===== config.mk =====
export PLATFORM = sky130hd
export DESIGN_NAME = weight_output_serializer
export DESIGN_NICKNAME = d
export VERILOG_FILES = /design/src/rtl/weight_output_serializer.sv
export SDC_FILE = /design/constraint.sdc
export NUM_CORES = 1
export LEC_CHECK = 0
export CORE_UTILIZATION = 65
export CTS_BUF_LIST = sky130_fd_sc_hd__clkbuf_16
export CTS_CLUSTER_SIZE = 28
export DETAILED_ROUTE_END_ITERATION = 6
export DONT_BUFFER_PORTS = 1
export GPL_TIMING_DRIVEN = 0
export HOLD_SLACK_MARGIN = 0.02
export PLACE_DENSITY = 0.81
export SLEW_MARGIN = 20
export SYNTH_ARGS = -nofsm -noshare
export SYNTH_HDL_FRONTEND = slang
export SYNTH_SLANG_ARGS = --single-unit

===== constraint.sdc =====
create_clock -name clk -period 4.33 [get_ports clk]
set_input_delay 0.433 -clock clk [delete_from_list [all_inputs] [get_ports clk]]
set_output_delay 0.433 -clock clk [all_outputs]
set_load 0.1 [all_outputs]

===== src/rtl/weight_output_serializer.sv =====
// Captures one 8-element complex weight vector and streams it out one {I,Q}
// element per beat over valid/ready, with back-to-back loads allowed on the last beat.
module weight_output_serializer #(
    parameter int DW    = 18,
    parameter int CNT_W = 16
) (
    input  logic                 clk,
    input  logic                 rst,
    input  logic                 load,
    input  logic [8*DW-1:0]      w14,
    input  logic [8*DW-1:0]      w58,
    output logic                 load_ready,
    output logic                 out_valid,
    input  logic                 out_ready,
    output logic [2*DW-1:0]      out_data,
    output logic [2:0]           out_idx,
    output logic                 out_last,
    output logic                 drop,
    output logic [CNT_W-1:0]     vec_count
);

    // Handshake: a beat moves when out_valid && out_ready on a rising edge;
    // a load is taken when load && load_ready on a rising edge.
    typedef enum logic {
        IDLE = 1'b0,
        SEND = 1'b1
    } state_t;

    state_t               state, state_next;
    logic [2:0]           idx, idx_next;
    logic [16*DW-1:0]     shadow;
    logic                 xfer, last_xfer, accept;

    always_comb begin
        state_next = state;
        idx_next   = idx;
        xfer       = (state == SEND) && out_ready;
        last_xfer  = xfer && (idx == 3'd7);
        load_ready = (state == IDLE) || last_xfer;
        accept     = load && load_ready;
        case (state)
            IDLE: begin
                if (accept) begin
                    state_next = SEND;
                    idx_next   = 3'd0;
                end
            end
            SEND: begin
                if (xfer) begin
                    if (idx == 3'd7) begin
                        idx_next   = 3'd0;
                        // A load taken on the final beat keeps the stream gapless.
                        state_next = accept ? SEND : IDLE;
                    end else begin
                        idx_next = idx + 3'd1;
                    end
                end
            end
            default: begin
                state_next = IDLE;
                idx_next   = 3'd0;
            end
        endcase
    end

    always_ff @(posedge clk) begin
        if (rst) begin
            state     <= IDLE;
            idx       <= 3'd0;
            shadow    <= '0;
            drop      <= 1'b0;
            vec_count <= '0;
        end else begin
            state <= state_next;
            idx   <= idx_next;
            if (accept) begin
                shadow <= {w14, w58};
            end
            drop <= load && !load_ready;
            if (last_xfer) begin
                vec_count <= vec_count + CNT_W'(1);
            end
        end
    end

    // Element 0 (w1) sits in the MSBs of the shadow register.
    always_comb begin
        out_data = '0;
        for (int k = 0; k < 8; k++) begin
            if (idx == 3'(k)) begin
                out_data = shadow[16*DW-1-k*2*DW -: 2*DW];
            end
        end
    end

    assign out_valid = (state == SEND);
    assign out_idx   = idx;
    assign out_last  = (state == SEND) && (idx == 3'd7);

endmodule


==> run_results.csv, run 1 <==
group,metric,value,unit
final_layout,area_growth,28.23,%
worst_setup_path,rrSetupSlack,990,ps
synth,async_reset_ff_frac,0,
clock_tree,insertion_delay,570,ps
sta,fmax,233.4,MHz
worst_setup_path,worstPathArrival,3850,ps
placed_design,dp_slack,-303.9,ps
synth,synthAdderAreaFrac,0.006401,
worst_setup_path,cp_data_required_time,3900,ps
placed_design,dpl.hpwl,33.79,mm
worst_setup_path,startpoint,"out_idx[2]",
grt,grt_max_degree,20,
synth,synth_edf_count,0,
sta,tightest_slew,1142,ps
sta,min_period,4284,ps
run,drv_cap,0,
status,violations,"design-rule violations",
worst_setup_path,crit_path_end_kind,"primary output",
drt,routed_wl,52.30,mm
grt,grt_use_total,0.4615,
synth,yosysMostFrequentCell,"nand2_1",
placed_design,place.gp.congestion,0.9586,
final_layout,design_area,17550,um2
worst_setup_path,r2r-end,"shadow[184]",
die,die_h,147.1,um
synth,synth-seq-cells,309,
synth,synth-simple-area-share,0.2381,
grt,grt_antenna_before_repair,5,
clock_tree,cts_sinks,309,
synth,synthTopCellsByCount,"658 x nand2_1, 406 x a21oi_1, 309 x dfxtp_1, 85 x nor2_1, 70 x clkbuf_1",
synth,synthTopCellsByArea,"dfxtp_1 45%, nand2_1 18%, a21oi_1 15%",
drt,drtPass1Iterations,7,
synth,avgSynthCellArea,7.360,um2
sta,fin_crit_sh,0.9895,
synth,synth_top_cell_area_share,0.4521,
sta,setup_viol,0,
final_layout,instances_no_fill,2398,
power_and_ir_drop,p_per_area,378.8,nW/um2
placed_design,dp.cells,2129,
clock_tree,cts_setup_buffers,0,
sta,hold_viol,0,
clock_tree,htreeDepth,1,
synth,synth_cell_types,37,
synth,synth_xor_area_frac,0.005121,
clock_tree,cts_tree,"built",
final_layout,nets,2396,
worst_setup_path,start_kind,"register",
drt,post_drt_via_cell_ratio,6.322,
drt,antenna_left,0,
final_layout,nFillCells,1120,
die,rows,52,
status,status,"finished with violations",
hold_path,hold_path.class,"input port to register",
grt,overflow,0,
power_and_ir_drop,power.total,6.646,mW
die,ios,351,
power_and_ir_drop,cellLeakagePower,6.432,nW
clock_tree,clk_path_buf_depth,3,
drt,vias,15160,
die,start_util,0.6698,
grt,grt_pass1_vias,14770,
worst_setup_path,setup.worst_path.end,"out_data[31]",
power_and_ir_drop,vdd_drop_max,369.7,uV
clock_tree,cts_buffers,31,
synth,synth_area_leader_cell,"dfxtp_1",
placed_design,io_buffers,0,
drt,route.detailed.drc,3,
worst_setup_path,timing.rr.start,"out_idx[0]",
synth,synth_nets,2158,
worst_setup_path,r2r_cells,9,
die,die-area,21640,um2
clock_tree,cts-root-buf,"clkbuf_16",
final_layout,multi_input_area,7083,um2
drt,drtIter0Drc,1742,
clock_tree,clkTransAtPathRegs,60,ps
final_layout,layout-drive-gt1-share,0.09849,
drt,wl_per_cell,21.81,um
sta,max_slew_margin,0.2379,
synth,synth_compound_area_frac,0.2294,
synth,syn_inst,1859,
synth,synth_top_family_by_area,"simple AND/OR/NAND/NOR gates",
sta,hold_slack,15.01,ps
synth,synth_mux_area_frac,0.0007315,
grt,grt_pass1_wl,77.99,mm
final_layout,fin_util,0.8588,
synth,yosysSeqAreaShare,0.4521,
synth,yosys_warnings,0,
die,die_w,147.1,um
synth,yosys_most_used_dff,"dfxtp_1",
worst_setup_path,cp_max_fo,19,
sta,slew_violations,0,
placed_design,dpl-instance-area,14360,um2
sta,tns,0,ps
sta,finalWorstSetupSlack,45.67,ps
final_layout,regArea,6195,um2
worst_setup_path,critical_path_class,"register to primary output",
sta,final.setup_skew,8.727,ps
die,core-area,20430,um2
synth,syn_area,13680,um2
## cells in the final DEF (no fill, tap or decap), types with 33 or more instances in the layout
master / count
a21oi_1: 370
nand3b_1: 36
dlygate4sd3_1: 206
nand2_1: 658
dfxtp_1: 306
a21oi_4: 36
inv_1: 50
buf_2: 58
nor2_1: 85
clkbuf_1: 70
o22ai_1: 36
a221oi_2: 33
## worst min path at each step
| stage | start | depth (start not counted) | end | slack (ps) |
|---|---|---|---|---|
| finish | w58[141] | 2 | shadow[141] | 20 |
| floorplan | shadow[283] | 2 | shadow[283] | 430 |
| detailed placement | shadow[267] | 2 | shadow[267] | 450 |
| CTS | w58[138] | 2 | shadow[138] | 20 |
| global route | w58[141] | 2 | shadow[141] | 20 |
| global placement | shadow[162] | 2 | shadow[162] | 440 |
## where the power goes
| group | internal, mW | leakage, nW | switching [mW] | total, mW |
|---|---|---|---|---|
| Clock | 1.35 | 0.486 | 1.13 | 2.48 |
| Sequential | 3.00 | 2.54 | 0.104 | 3.10 |
| Combinational | 0.353 | 3.41 | 0.707 | 1.06 |
| Total | 4.70 | 6.43 | 1.95 | 6.65 |
## flip-flops by register name (all words and copies together) (netlist names)
| signal | cells |
|---|---|
| out_valid | 1 |
| shadow | 288 |
| drop | 1 |
| out_idx | 3 |
| vec_count | 16 |
## what timing repair did
item,CTS,global route
resized for setup,14,19
hold endpoints to repair,202,4
hold buffers,202,4
pin swaps,3,22
setup endpoints to repair,36,22
## logic make-up after synthesis
family | Yosys count
AO/OA/AOI/OAI | 524
XOR/XNOR | 8
adder cells (fa/ha/maj) | 7
buffers and inverters | 201
flip-flops | 309
multiplexers | 1
AND/OR/NAND/NOR | 809
## routing by layer
metal,vias up,wire [um],track usage,part of all wire
li1,6720,-,-,-
met1,6985,18460,0.5459,0.35
met2,1188,24590,0.7899,0.47
met3,266,6126,0.09379,0.12
met4,0,3118,0.2407,0.060
met5,-,0,0,0
## layout make-up
cell class | instances | area share
Tap cell | 270 | 0.01925
Inverter | 42 | 0.008985
Sequential cell | 309 | 0.3531
Buffer | 158 | 0.04407
Timing Repair Buffer | 206 | 0.1175
Clock buffer | 31 | 0.04421
Multi-Input combinational cell | 1349 | 0.4037
Antenna cell | 6 | 0.0008557
Clock inverter | 27 | 0.008343
## critical path, stage by stage (launching register included)
cell	delay (ps)
dfxtp_4	550
clkbuf_4	260
inv_2	160
ha_1	250
buf_2	190
or2_1	240
buf_6	160
buf_6	150
a221oi_2	280
o221ai_1	320
a21oi_4	710
(Power assumes the default switching activity.)
==> run 2, diff against run 1 <==
- CTS_BUF_LIST: sky130_fd_sc_hd__clkbuf_16 -> unset
==> run_results.csv, run 2 (same netlist as run 1, synthesis figures left out) <==
group,metric,value,unit
drt,wl_per_cell,21.85,um
power_and_ir_drop,cellLeakagePower,6.429,nW
hold_path,hold_path_end,"shadow[61]",
grt,grt_use_total,0.4598,
worst_setup_path,rrSetupSlack,1050,ps
sta,min_period,4357,ps
drt,routed_wl,52.37,mm
worst_setup_path,cp_data_required_time,3900,ps
worst_setup_path,worstPathArrival,3920,ps
final_layout,nets,2394,
clock_tree,cts_sinks,309,
power_and_ir_drop,p_per_area,387.6,nW/um2
die,ios,351,
worst_setup_path,cp_max_fo,19,
clock_tree,insertion_delay,570,ps
status,status,"finished with violations",
final_layout,layout-drive-gt1-share,0.1024,
final_layout,multi_input_area,7077,um2
drt,vias,15270,
final_layout,layout_commonest_cell,"nand2_1",
worst_setup_path,critical_path_class,"register to primary output",
final_layout,top_register,"shadow",
clock_tree,cts_setup_buffers,0,
hold_path,hp-start,"w58[61]",
sta,max_slew_margin,0.2516,
hold_path,hold_path.class,"input port to register",
sta,rsz0062_at_grt,"true",
final_layout,instances_no_fill,2397,
grt,overflow,0,
final_layout,final_cell_mix,"658 x nand2_1, 370 x a21oi_1, 306 x dfxtp_1",
worst_setup_path,start_kind,"register",
placed_design,dpl-instance-area,14360,um2
worst_setup_path,slowest_delay,690,ps
grt,use_met1,0.5362,
status,violations,"design-rule violations, negative setup slack",
hold_path,holdPathStages,2,
placed_design,io_buffers,0,
worst_setup_path,crit_chain,"clkbuf_4 > inv_2 > ha_1 > buf_2 > or2_1 > buf_6 > buf_6 > a221oi_2 > o221ai_1 > a21oi_4",
drt,drtPass1Iterations,7,
worst_setup_path,r2r_cells,9,
final_layout,fin_util,0.8616,
placed_design,dp.cells,2129,
sta,finalWorstSetupSlack,-26.89,ps
grt,top_usage_layer,"met2",
clock_tree,clkTransAtPathRegs,60,ps
sta,slew_violations,0,
placed_design,place.gp.congestion,0.9586,
grt,met2_usage,0.7778,
placed_design,dpl.hpwl,33.79,mm
drt,antenna_left,0,
grt,grt_antenna_before_repair,7,
grt,grt_max_degree,20,
power_and_ir_drop,power.total,6.824,mW
die,die_h,147.1,um
worst_setup_path,critPathTopFamily,"compound AO/OA/AOI/OAI gates",
sta,fmax,229.5,MHz
worst_setup_path,slowest_stage,"a21oi_4",
drt,post_drt_via_cell_ratio,6.372,
run,drv_cap,0,
final_layout,nFillCells,1101,
clock_tree,clk_path_buf_depth,3,
die,core-area,20430,um2
clock_tree,cts-root-buf,"clkbuf_16",
sta,setup_viol,1,
worst_setup_path,cp_num_buf_inv,5,
worst_setup_path,crit_path_end_kind,"primary output",
clock_tree,htreeDepth,1,
final_layout,regArea,6195,um2
worst_setup_path,timing.rr.start,"out_idx[0]",
sta,fin_crit_sh,1.006,
clock_tree,cts_buffers,31,
sta,final.setup_skew,15.90,ps
worst_setup_path,r2r-end,"shadow[187]",
sta,hold_viol,0,
grt,grt_pass1_vias,14660,
drt,drtIter0Drc,1687,
die,start_util,0.6698,
clock_tree,cts_tree,"built",
die,die-area,21640,um2
die,die_w,147.1,um
final_layout,largest_register_ff_count,288,
die,rows,52,
worst_setup_path,cp_common_cell,"buf_6",
grt,grt_pass1_wl,77.65,mm
drt,route.detailed.drc,5,
grt,grt_util_met3,0.1047,
final_layout,design_area,17600,um2
sta,tns,-26.89,ps
sta,tightest_slew,1121,ps
power_and_ir_drop,vdd_drop_max,363.3,uV
final_layout,area_growth,28.65,%
[run 2: cell count changes in the layout (fill, tap and decap cells not counted), sizes merged]
cell / change
clkinv: -8
inv: -10
clkbuf: +18
dlygate4sd3: -2
diode: +1
[run 2: power by group]
part	internal (mW)	switching [mW]
sequential	3.00	0.106
clock	1.52	1.15
combinational	0.351	0.705
[run 2: timing repair]
| action | CTS | global route |
|---|---|---|
| endpoints found under the hold margin | 198 | 6 |
| pin swaps | 3 | 24 |
| resized for setup | 14 | 20 |
| hold buffers | 198 | 6 |
| setup endpoints to repair | 36 | 29 |
[run 2: metrics by stage]
| step | setup slack (ps) | hold slack, ps |
|---|---|---|
| after floorplan | 324.4 | 433.7 |
| after global routing | -94.87 | 15.27 |
| after global placement | -362.2 | 441.5 |
| after detailed placement | -303.9 | 446.5 |
| final | -26.89 | 18.33 |
| after CTS | 93.64 | 20.44 |
[run 2: area by class of cell]
type	instances	area share
tap	270	0.01919
buffer	158	0.04400
clock inverter	9	0.004478
sequential	309	0.3519
clock buffer	49	0.05246
timing repair buffer	204	0.1160
multi-input combinational	1349	0.4020
antenna	7	0.0009951
inverter	42	0.008956
[run 2: layer usage]
metal | wire length (um) | part of all wire
met3 | 6368 | 0.12
met1 | 18210 | 0.35
met2 | 24360 | 0.47
met5 | 0 | 0
met4 | 3436 | 0.066
[run 2: worst max path at each step]
| stage | cells past startpoint | slack [ps] | endpoint | from |
|---|---|---|---|---|
| 3_5_place_dp | 11 | -300 | out_data[13] | out_idx[2] |
| 3_3_place_gp | 10 | -360 | out_data[0] | out_idx[2] |
| 6_report | 10 | -30 | out_data[8] | out_idx[2] |
| 4_1_cts | 9 | 90 | out_data[0] | out_idx[2] |
| 5_1_grt | 10 | -90 | out_data[8] | out_idx[2] |
| 2_1_floorplan | 11 | 320 | out_data[10] | out_idx[2] |
[run 2: worst register-to-register path, stage by stage (launching register included)]
cell	delay [ps]
dfxtp_2	730
ha_1	300
ha_1	300
a21bo_2	590
and2_1	210
buf_4	250
buf_6	240
buf_2	310
nand2_1	120
a21oi_1	160
